**src/rtl/adder32_seq2.sv**
```systemverilog
// adder32_seq2
//   Sequential WIDTH-bit adder that performs one WIDTH/2-bit add per cycle:
//   the low half first, then the high half plus the carry registered from
//   the low half. It stages operands and holds the result, with valid/ready
//   on both sides so that either neighbour can stall it.
//
// Ports
//   clk        rising-edge clock for all state
//   reset_n    synchronous active-low reset
//   in_valid   operands are present on input1/input2
//   in_ready   block can accept operands this cycle
//   input1     operand A
//   input2     operand B
//   out_valid  out/carry_out/overflow hold a valid result
//   out_ready  downstream takes the result this cycle
//   out        A+B mod 2^WIDTH
//   carry_out  unsigned carry out of bit WIDTH-1
//   overflow   signed overflow of A+B
//
// WIDTH must be even.

module adder32_seq2 #(
  parameter int WIDTH = 32
) (
  input  logic             clk,
  input  logic             reset_n,
  input  logic             in_valid,
  output logic             in_ready,
  input  logic [WIDTH-1:0] input1,
  input  logic [WIDTH-1:0] input2,
  output logic             out_valid,
  input  logic             out_ready,
  output logic [WIDTH-1:0] out,
  output logic             carry_out,
  output logic             overflow
);

  localparam int HALF = WIDTH / 2;

  typedef enum logic [1:0] {
    IDLE = 2'd0,
    LO   = 2'd1,
    HI   = 2'd2,
    DONE = 2'd3
  } state_t;

  state_t state;
  state_t state_next;

  logic [WIDTH-1:0] opa;
  logic [WIDTH-1:0] opb;
  logic [HALF-1:0]  lo;
  logic             c;
  logic             accept;
  logic [HALF:0]    sum_lo;
  logic [HALF:0]    sum_hi;

  assign accept = in_valid && in_ready;

  // Each half is an unsigned HALF+1-bit add; the top bit is the carry.
  assign sum_lo = {1'b0, opa[HALF-1:0]} + {1'b0, opb[HALF-1:0]};
  assign sum_hi = {1'b0, opa[WIDTH-1:HALF]} + {1'b0, opb[WIDTH-1:HALF]}
                + {{HALF{1'b0}}, c};

  // State register.
  always_ff @(posedge clk) begin
    if (!reset_n) begin
      state <= IDLE;
    end else begin
      state <= state_next;
    end
  end

  // Next-state logic. In DONE a new operation may only start on the same
  // edge the current result is taken downstream.
  always_comb begin
    state_next = state;
    case (state)
      IDLE: if (accept) state_next = LO;
      LO:   state_next = HI;
      HI:   state_next = DONE;
      DONE: begin
        if (out_ready) begin
          state_next = in_valid ? LO : IDLE;
        end
      end
      default: state_next = IDLE;
    endcase
  end

  // Handshake outputs depend only on state and out_ready, so there is no
  // combinational path from the operands to any output.
  always_comb begin
    in_ready  = 1'b0;
    out_valid = 1'b0;
    case (state)
      IDLE: in_ready = 1'b1;
      DONE: begin
        in_ready  = out_ready;
        out_valid = 1'b1;
      end
      default: begin
        in_ready  = 1'b0;
        out_valid = 1'b0;
      end
    endcase
  end

  // Datapath. The low-half carry is rewritten in LO for every operation, so
  // the high half only ever sees the carry of its own operands.
  always_ff @(posedge clk) begin
    if (!reset_n) begin
      opa       <= '0;
      opb       <= '0;
      lo        <= '0;
      c         <= 1'b0;
      out       <= '0;
      carry_out <= 1'b0;
      overflow  <= 1'b0;
    end else begin
      if (accept) begin
        opa <= input1;
        opb <= input2;
      end
      if (state == LO) begin
        lo <= sum_lo[HALF-1:0];
        c  <= sum_lo[HALF];
      end
      if (state == HI) begin
        out       <= {sum_hi[HALF-1:0], lo};
        carry_out <= sum_hi[HALF];
        overflow  <= (opa[WIDTH-1] == opb[WIDTH-1]) &&
                     (sum_hi[HALF-1] != opa[WIDTH-1]);
      end
    end
  end

endmodule

```
**config.mk**
```make
export PLATFORM = sky130hd
export DESIGN_NAME = adder32_seq2
export DESIGN_NICKNAME = d
export VERILOG_FILES = /design/src/rtl/adder32_seq2.sv
export SDC_FILE = /design/constraint.sdc
export NUM_CORES = 1
export LEC_CHECK = 0
export ABC_AREA = 1
export BUFFER_PORTS_ARGS = -buffer_cell sky130_fd_sc_hd__buf_2
export CAP_MARGIN = 40
export CORE_MARGIN = 2
export CORE_UTILIZATION = 40
export DETAILED_ROUTE_END_ITERATION = 8
export MAX_ROUTING_LAYER = met4
export RECOVER_POWER = 25
export SYNTH_ARGS = -nofsm -noshare
export SYNTH_HDL_FRONTEND = slang
export SYNTH_SLANG_ARGS = --single-unit
```
**constraint.sdc**
```tcl
create_clock -name clk -period 5.4 [get_ports clk]
set_input_delay 1.08 -clock clk [delete_from_list [all_inputs] [get_ports clk]]
set_output_delay 1.08 -clock clk [all_outputs]
set_load 0.005 [all_outputs]
```
==> impl_results.md <==
- Outcome: complete, no violations
- Asr flop ratio synth: 0%
- GR Overflow Total: 0
- Dpl hpwl: 11890 microns
- Simple-gate share of the synthesized area: 30.51%
- H-tree levels: 4
- PD cells: 530.1 nW/um^2
- Required @ worst endpoint: 4320 ps
- Final nets: 1072
- Storage cell area: 2342 sq um
- Fillers: 1669
- Pre-CTS setup slack: 2188 ps
- Area contributors post-synth: dfxtp_1 (35%), nand2_1 (11%), nand3_2 (8.8%), a21oi_2 (8.6%), ha_1 (6.5%)
- Die area: 17830 sq um
- Mapped cell area: 6713 sq um
- Syn avg cell area: 7.619 sq um
- Cell Count, Final, Fillers Out: 1199
- Xor/xnor cell area share of the yosys netlist: 1.566%
- Final Setup Violations: 0
- Synth top cells by count: nand2_1 (197), dfxtp_1 (117), nor2_1 (108)
- Max-cap viol count: 0
- GRT Total Usage: 18.99%
- Startpoint Class: input port
- Initial DRC Count: 260
- # port buffers: 103
- Share of cells above drive strength 1: 27.27%
- Share of power burned in registers: 29.9%
- Logic pwr share: 40.6%
- Via count: 5670
- DR DRC count: 0
- Initial antenna violation count: 0
- Critical Path AT: 2090 ps
- Horiz. Die Dim: 133.5 microns
- Worst skew pair latency: 420 ps
- Critical path capture point type: primary output
- Post-synthesis compound-gate area fraction: 15.94%
- CTS hold repair buffers: 0
- Slew @ Worst Pin: 1074 ps
- CTS tree: built
- Std-Cell Rows: 47
- Slew margin rel.: 28.40%
- Final setup TNS: 0 ps
- Post-synth EDFFs: 0
- Pre-antenna DRT Iters: 4
- Starting density of the core: 40.77%
- Sequential-to-total area share from yosys stat: 34.89%
- Dominant cell type by area after synthesis: dfxtp_1
- Layout area overhead: 17.69%
- CTS max path bufs: 2
- Kind of critical path: in2out
- Final Cell Area: 7900 sq um
- Final WS setup: 2233 ps
- Main synth FF type: dfxtp_1
- WL/cell: 13.28 microns
- Post-CTS Resized: 0
- Final Max Slew Viols: 0
- Clock power share: 29.5%
- DP Area: 7266 sq um
- N_diodes: 0
- GPL Wtd Cong: 0.9131
- Post-synthesis mux area share: 0%
- Vias in the first global route: 5232
- Net Count, Synth: 987
- Post-route ant nets: 0
- Largest net degree at the start of global routing: 65
- Fmax: 0.3158 GHz
- Post-CTS Repair Setup Buffers: 0
- Max VDD drop: 0.3019 mV
- Die height: 133.5 microns
- RSZ-0062 raised after global routing: false
- Via density: 4.729
- Final min period: 3167 ps
- Core Region: 16470 sq um
- Yosys Warn Count: 0
- Internal power: 0.002524 W
- CTS buffer count: 17
- Top-count cell post-synth: nand2_1
- Post-synthesis cell count: 881
- Switching Share: 39.74%
- Final WL: 15920 microns
- Clk slew on worst S/H paths: 50 ps
- Synth Area in Adders: 7.418%
- Area fraction of the dominant cell type after synthesis: 34.89%
- Multi-input logic area: 3721 sq um
- CTS sink cnt: 117
- Crit Path Max Fanout: 19
- Placed insts: 1167
- Psw: 0.001664 W
- Clock Tree Root: clkbuf_16
- Largest family of logic cells by synthesized area: simple AND/OR/NAND/NOR gates
- Min-delay worst type: reg2reg
- Leak: 3.701 nW
- Cell variety after synth: 31
- Skew final: 5.326 ps
- Final Hold Vio Count: 0
- First-pass GRT wire length: 26450 microns
- Synthesized flop and latch total: 117
- Ports: 104
- Fin crit share: 58.64%
worst max-delay path, cell delays in order:
cell     delay, ps
buf_2           90
nand2_1         80
a21oi_4        600
buf_2          230
placed cells by master (no fill, tap or decap), types with 2 or more instances in the layout:
cell type / instances
o31a_1: 2
nand3_2: 59
inv_2: 2
a31oi_1: 2
clkinv_2: 4
nand2_2: 7
ha_1: 35
fa_1: 3
dfxtp_1: 117
and2_1: 3
o21bai_1: 2
inv_1: 88
nand4_1: 4
clkbuf_16: 17
clkbuf_1: 11
o21ai_1: 5
nand3_1: 39
nor3_1: 4
nand2_1: 197
nor2_1: 108
a21oi_1: 34
a21oi_2: 66
o21a_1: 2
clkinv_4: 2
xor2_1: 12
o21ai_0: 44
bufinv_16: 5
buf_2: 92
buf_4: 6
power groups by stage:
stage	Sequential (W)	Clock, W	Combinational [W]
floorplan	0.00125	0	0.00154
global placement	0.00127	0	0.00170
detailed placement	0.00127	0	0.00171
CTS	0.00125	0.00125	0.00172
global route	0.00128	0.00129	0.00194
finish	0.00125	0.00123	0.00170
cell families (layout without fill, tap and decap cells):
kind of cell,after synthesis,count (layout)
simple gates,422,422
compound gates,158,158
buf+inv,134,232
flops,117,117
fa+ha+maj,38,38
xor+xnor,12,12
path summary, 6_finish.rpt:
check,to,slack (ps),from,cells past startpoint
worst max register to register,opa[10]$_SDFFE_PN0P_,2650,state[0]$_SDFFE_PN0P_,7
worst min register to register,out[3]$_SDFFE_PN0N_,470,lo[3]$_SDFFE_PN0N_,2
worst max-delay path,in_ready,2230,out_ready,4
worst min-delay path,out[3]$_SDFFE_PN0N_,470,lo[3]$_SDFFE_PN0N_,2
per-layer routing:
layer / up-vias / track usage, % / share of wire (%)
li1: 3024 / - / -
met1: 2496 / 28.87 / 57
met2: 131 / 24.60 / 37
met3: 19 / 3.691 / 4.7
met4: 0 / 6.442 / 1.4
met5: - / - / 0
flip-flops by register name, indices dropped and copies added, names as in the netlist:
signal     flops
c              1
carry_out      1
lo            16
opa           32
opb           32
out           32
overflow       1
state          2
final cells by class:
| type | count | area share, % |
|---|---|---|
| clock buffers | 19 | 5.607 |
| clock inverters | 13 | 2.582 |
| inverters | 91 | 4.355 |
| multi-input cells | 630 | 47.10 |
| flip-flops and latches | 117 | 29.65 |
| well taps | 220 | 3.484 |
| repair buffers | 109 | 7.222 |
per-stage QoR:
stage | utilization, % | hold WS (ps) | power (W)
finish | 47.98 | 470.2 | 0.004188
global route | 47.98 | 482.9 | 0.004505
CTS | 48.05 | 470.5 | 0.004228
detailed placement | 44.13 | 461.2 | 0.002977
global placement | 43.96 | 449.9 | 0.002962
floorplan | - | 433.9 | 0.002787
Power figures use the tool's default switching activity.
